**src/rtl/xor_stream_decrypter.sv**
```systemverilog
// ============================================================================
//  Module   : xor_stream_decrypter
//  Purpose  : Framed XOR stream decrypter with rotated key and registered
//             valid/ready output. Optional build macro: XOR_ROLLING_KEY_EN.
//  Revision : 1.0 - initial release
// ============================================================================
`default_nettype none

module xor_stream_decrypter (
   input  logic        clk,
   input  logic        rst,
   input  logic [7:0]  key,
   input  logic [2:0]  shift,
   input  logic        start,
   input  logic        s_valid,
   input  logic [7:0]  s_data,
   input  logic        s_last,
   output logic        s_ready,
   output logic        m_valid,
   output logic [7:0]  m_data,
   output logic        m_last,
   input  logic        m_ready,
   output logic        busy,
   output logic        done,
   output logic [15:0] byte_count
);

   localparam logic [1:0] c_st_idle  = 2'd0;
   localparam logic [1:0] c_st_load  = 2'd1;
   localparam logic [1:0] c_st_run   = 2'd2;
   localparam logic [1:0] c_st_drain = 2'd3;

   logic [1:0]  r_state;
   logic [7:0]  r_key;
   logic [2:0]  r_shift;
   logic [7:0]  r_cur_key;
   logic        r_m_valid;
   logic [7:0]  r_m_data;
   logic        r_m_last;
   logic        r_done;
   logic [15:0] r_byte_count;

   logic        w_s_ready;
   logic        w_accept;
   logic        w_out_hs;
   logic [7:0]  w_rot_key;
   logic [15:0] w_rot_wide;

   // Rotating a doubled copy keeps the wrap-around bits without an 8-shift term.
   assign w_rot_wide = {r_key, r_key} << r_shift;
   assign w_rot_key  = w_rot_wide[15:8];

   assign w_s_ready = (r_state == c_st_run) && (!r_m_valid || m_ready);
   assign w_accept  = s_valid && w_s_ready;
   assign w_out_hs  = r_m_valid && m_ready;

   always_ff @(posedge clk or posedge rst) begin
      if (rst) begin
         r_state      <= c_st_idle;
         r_key        <= 8'h00;
         r_shift      <= 3'd0;
         r_cur_key    <= 8'h00;
         r_m_valid    <= 1'b0;
         r_m_data     <= 8'h00;
         r_m_last     <= 1'b0;
         r_done       <= 1'b0;
         r_byte_count <= 16'h0000;
      end else begin
         r_done <= 1'b0;

         case (r_state)
            c_st_idle: begin
               if (start) begin
                  r_key        <= key;
                  r_shift      <= shift;
                  r_byte_count <= 16'h0000;
                  r_state      <= c_st_load;
               end
            end
            c_st_load: begin
               r_cur_key <= w_rot_key;
               r_state   <= c_st_run;
            end
            c_st_run: begin
               if (w_accept && s_last) begin
                  r_state <= c_st_drain;
               end
            end
            c_st_drain: begin
               if (w_out_hs && r_m_last) begin
                  r_done  <= 1'b1;
                  r_state <= c_st_idle;
               end
            end
            default: r_state <= c_st_idle;
         endcase

         // A new byte takes priority so the register reloads without a bubble.
         if (w_accept) begin
            r_m_data  <= s_data ^ r_cur_key;
            r_m_last  <= s_last;
            r_m_valid <= 1'b1;
            if (r_byte_count != 16'hFFFF) begin
               r_byte_count <= r_byte_count + 16'd1;
            end
`ifdef XOR_ROLLING_KEY_EN
            r_cur_key <= {r_cur_key[6:0], r_cur_key[7]};
`endif
         end else if (w_out_hs) begin
            r_m_valid <= 1'b0;
         end
      end
   end

   assign s_ready    = w_s_ready;
   assign m_valid    = r_m_valid;
   assign m_data     = r_m_data;
   assign m_last     = r_m_last;
   assign busy       = (r_state != c_st_idle);
   assign done       = r_done;
   assign byte_count = r_byte_count;

endmodule

`default_nettype wire
```
**config.mk**
```make
export PLATFORM = sky130hd
export DESIGN_NAME = xor_stream_decrypter
export DESIGN_NICKNAME = d
export VERILOG_FILES = /design/src/rtl/xor_stream_decrypter.sv
export SDC_FILE = /design/constraint.sdc
export NUM_CORES = 1
export LEC_CHECK = 0
export BUFFER_PORTS_ARGS = -buffer_cell sky130_fd_sc_hd__buf_2
export CAP_MARGIN = 20
export CORE_ASPECT_RATIO = 0.6
export CORE_MARGIN = 5
export CORE_UTILIZATION = 40
export DETAILED_ROUTE_END_ITERATION = 8
export GPL_ROUTABILITY_DRIVEN = 0
export GPL_TIMING_DRIVEN = 0
export PLACE_DENSITY_LB_ADDON = 0.3
export SYNTH_ARGS = -nofsm -noshare
export SYNTH_HDL_FRONTEND = slang
export SYNTH_SLANG_ARGS = --single-unit
```
**constraint.sdc**
```tcl
create_clock -name clk -period 1.8 [get_ports clk]
set_input_delay 0.18 -clock clk [delete_from_list [all_inputs] [get_ports clk]]
set_output_delay 0.18 -clock clk [all_outputs]
set_load 0.05 [all_outputs]
```
Word-level counts from Yosys, hierarchy flattened --
Cells that the tools add are included.
Storage, ports and cells: flip-flop bits (word level) 48, bits in latches 0, memory bits (writable) 0, bits in read-only memories 0, bits of input ports 25, memories 0
Cells by class: add/subtract/negate cells 1, multiply operators 0, div/mod/pow operators 0, magnitude comparators 0, equal/unequal tests 7, shifts and indexed selects 1, muxes and demuxes 12, bitwise gates (word level) 1, reduce and logical (&&, ||, !) cells 12
Operators by type and width (count):
- $mux W16 | 4
- $add A16 B1 Y16 const B | 1
- $ne A16 B16 Y1 const B | 1
- $shl A16 B3 Y16 | 1
- $pmux W2 S4 | 1
- $xor A8 B8 Y8 | 1
- $mux W2 | 3
- $logic_and A1 B1 Y1 | 5
- $eq A2 B2 Y1 const B | 2
- $mux W1 | 4
- $ne A2 B2 Y1 const B | 2
- $reduce_bool A2 Y1 | 2
- $reduce_and A3 Y1 | 1
- $eq A2 B1 Y1 const B | 1
- $logic_not A2 Y1 | 1
- $ne A2 B1 Y1 const B | 1
- $reduce_and A2 Y1 | 1
- $logic_not A1 Y1 | 1
- $logic_or A1 B1 Y1 | 1

Depth between registers and ports, before layout --
word-level depth 7, depth in mapped cells 8

Worst setup path before layout --
No wires, ideal clock.
path kind flip-flop to flip-flop, start register r_byte_count[3] (netlist: byte_count[3]), end register r_byte_count[5] (netlist: byte_count[5]), library setup time 0.126 ns, data arrival time 1.917 ns, data required time 1.674 ns, setup slack -0.243 ns, stages on the path, launching flop included 7, path buffers 1, period minus slack after synthesis 2.043 ns, cells stage by stage dfrtp_1 > nand4_2 > nor4_4 > nand2b_1 > buf_4 > nor2_1 > a221o_1
On the way: word-level cells in the longest chain between the ends 3
Ends and longest elaborated chain:
- from (decl) | RTL line 41 | logic [15:0] r_byte_count;
- from (signal assigned) | RTL line 104 | r_byte_count <= r_byte_count + 16'd1;
- $add A16 B1 Y16 / $ne A16 B16 Y1 (equally long branches) | RTL line 104, 103
- $mux W16 * | RTL line 103 | if (r_byte_count != 16'hFFFF) begin
- $mux W16 * | RTL line 99 | if (w_accept) begin
Every way passes the cells marked *; elsewhere a longest branch is shown, timed or not. A chain may end at the register's enable or synchronous reset.

Worst setup path in the final report --
start register r_state[0], end register r_byte_count[5] (netlist: byte_count[5])
On the way: word-level cells in the longest chain between the ends 4
Ends and longest elaborated chain:
- from (decl) | RTL line 33 | logic [1:0] r_state;
- from (signal assigned) | RTL line 59 | r_state <= c_st_idle;
- from (signal assigned) | RTL line 77 | r_state <= c_st_load;
- from (signal assigned) | RTL line 82 | r_state <= c_st_run;
- $logic_not A2 Y1 / $eq A2 B2 Y1 (equally long branches) | RTL line 71, 53
- $mux W16 / $logic_and A1 B1 Y1 (equally long branches) | RTL line 71, 53
- $mux W16 / $logic_and A1 B1 Y1 (equally long branches) | RTL line 103, 54
- $mux W16 * | RTL line 99
Marked as above.

==> results.toml <==
[timing]
worst_pin_slew_ns = 0.593
fin_ws_ns = 0.0415
finalCriticalPeriod_ns = 1.76
slew_headroom_pct = 60.5
fin_skew_ns = 0.00819
slew_viol_final = 0
fmax_ghz = 0.569
finalHoldViolCount = 0
finalSetupViolCount = 0
fin_setup_tns_ns = 0
period_share_pct = 97.7

[clocking]
clk_latency_ns = 0.29
cts-htree-levels = 2
clock_sinks = 48
cts_buffers = 5
cts-root-buf = "clkbuf_8"
cts_tree = "built"
clkTransAtPathRegs_ns = 0.09
cts_max_path_buffers = 2

[drt]
via_per_inst = 5.13
initialDrtViolationCount = 84
postRouteWirelength_um = 5930
wl_per_cell_um = 14.8
post-route-drc-count = 0
vias = 2056
ant_nets = 0
first_pass_iters = 4

[power_and_ir_drop]
switchingPower_mw = 2.15
p_per_area_nw_per_um2 = 1550
p_total_mw = 5.03
internal_power_mw = 2.88
seqPwrFrac_pct = 34.8
swShare_pct = 42.8
p_comb_share_pct = 52.2
p_leak_nw = 1.55
pwr-share-clk_pct = 13.0
vdd_drop_max_mv = 0.628

[global_routing]
grt_overflow = 0
grt_pass1_wl_um = 9380
grt_use_total_pct = 14.7
grt_max_degree = 36
antenna_found_initial = 0
grt_pass1_vias = 1813

[worst_setup_path]
slowest_delay_ns = 0.42
critical_path.cell_chain = "inv_1 -> ha_2 -> nand3_1 -> o21a_4 -> buf_6 -> a221o_1"
crit_fanout = 10
worstSetupPathType = "reg -> reg"
startpoint_type = "register"
r2r_end = "byte_count[5]"
critPathRequiredTime_ns = 1.99
rrSetupSlack_ns = 0.04
critPathArrivalTime_ns = 1.95
rr_startpoint = "r_state[0]"
crit_path_end_kind = "register"
crit_slowest_cell = "dfrtp_1"
r2r_cells = 6
cp_num_buf_inv = 2
path_delay_family = "compound AO/OA/AOI/OAI gates"
crit_start = "r_state[0]"

[synth]
synth-xor-area-share_pct = 3.89
syn-num-nets = 263
syn_area_um2 = 2480
synthSimpleGateAreaFrac_pct = 13.9
synth.distinct_cells = 32
synthAdderAreaFrac_pct = 3.03
synth.area.top_cells = "dfrtp_1, mux4_2, mux2_2, o21ai_0, nand2_1"
synth.mux.area_fraction_pct = 16.0
yosysTopAreaCell = "dfrtp_1"
ys_seq_area_share_pct = 48.5
syn-instance-count = 232
synth_top_family_by_area = "multiplexers"
yosys_warnings = 0
syn_area_per_cell_um2 = 10.7
yosysTopAreaCellShare_pct = 48.5
synth-seq-cells = 48
synth_compound_area_share_pct = 11.6

[layout]
stdcell_count = 401
post-route-util_pct = 53.6
final_common_cell = "buf_2"
nets = 347
drive_above_1_share_pct = 44.2
diodes = 0
area_growth_syn_to_layout_pct = 31.0
fill_cells = 559
layout_common_cells = "buf_2, dfrtp_1, nand2_1"

[run_status]
outcome = "completed"

[worst_hold_path]
holdCritPathClass = "in -> reg"
holdPathStages = 2
hold_path_startpoint = "key[1]"
hold_end = "r_key[1]"

[floorplan]
start_util_pct = 40.9
ios = 54
die_height_um = 71.0
row_count = 22
core_um2 = 6060
die_area_um2 = 7920
die_x_um = 112

[placement]
numPortBuffers = 53
place_ws_ns = -0.280
hpwl_um = 4300
dp.cells = 370

[flow_run]
drv_cap = 0
[how the worst max path moves through the flow]
stage / slack (ns) / cells past startpoint / to
floorplan: -0.03 / 6 / byte_count[5]
global placement: -0.35 / 2 / byte_count[12]
detailed placement: -0.28 / 8 / byte_count[2]
CTS: 0.005 / 5 / byte_count[15]
global route: -0.03 / 7 / byte_count[11]
finish: 0.04 / 6 / byte_count[5]
[Yosys cell counts, drive strengths merged]
cell / n
xor2: 2
o21a: 1
xnor2: 9
a21oi: 11
buf: 6
and3: 1
a221o: 1
dfrtp: 48
nor4: 3
nor2: 17
nand4: 4
o21ai: 24
mux4: 8
o31ai: 3
a211oi: 1
mux2i: 8
o32a: 1
and2: 1
inv: 8
nand2: 24
a32o: 1
nand2b: 2
nand3: 12
ha: 6
mux2: 12
nor3: 7
clkbuf: 5
a21o: 6
[power by group through the flow]
stage	logic, mW	clock network [mW]	registers (mW)
finish	2.62	0.656	1.75
global route	2.88	0.725	1.81
CTS	2.56	0.682	1.75
detailed placement	2.49	0	1.79
global placement	2.44	0	1.77
floorplan	1.58	0	2.14
[flip-flops by register name (all words and copies together) (netlist names)]
name        count
m_valid         1
r_cur_key       8
m_last          1
m_data          8
r_key           8
done            1
r_shift         3
byte_count     16
r_state         2
[cell families (layout without fill, tap and decap cells)]
family                     Yosys count  count (layout)
buffers and inverters               19             104
AOI/OAI and AO/OA                   49              49
adders and majority gates            6               6
DFF                                 48              48
xor gates and xnor gates            11              11
and+or+nand+nor                     71              71
muxes                               28              28
[routing by layer]
layer,wire length (um),vias to the layer above,global-route usage (%)
met1,3050,983,23.8
met5,0,-,0
met2,2400,72,18.7
li1,-,999,-
met3,452,2,4.70
met4,20,0,2.43
[through the flow]
| stage | hold WS [ns] | area (um^2) |
|---|---|---|
| 3_5_place_dp | 0.157 | 2910 |
| 4_1_cts | 0.108 | 3070 |
| 3_3_place_gp | 0.413 | 2890 |
| 5_1_grt | 0.105 | 3250 |
| 6_report | 0.117 | 3250 |
| 2_1_floorplan | 0.303 | 2520 |
[cell type report]
class	count	area (um^2)	share of cell area, %
multi-input combinational	165	1270	39.1
sequential	48	1220	37.6
timing repair buffer	77	460	14.2
tap	84	105	3.24
clock buffer	6	82.6	2.54
buffer	11	68.8	2.12
inverter	8	30.0	0.925
clock inverter	2	10.0	0.308
[timing repair]
action / 4_1_cts / 5_1_grt
hold buffers: 1 / 0
endpoints found under the setup margin: 32 / 24
pin swaps: 1 / 4
hold endpoints to repair: 13 / 0
gates resized for setup: 9 / 18
setup buffers: 5 / 17
(Power assumes the default switching activity.)
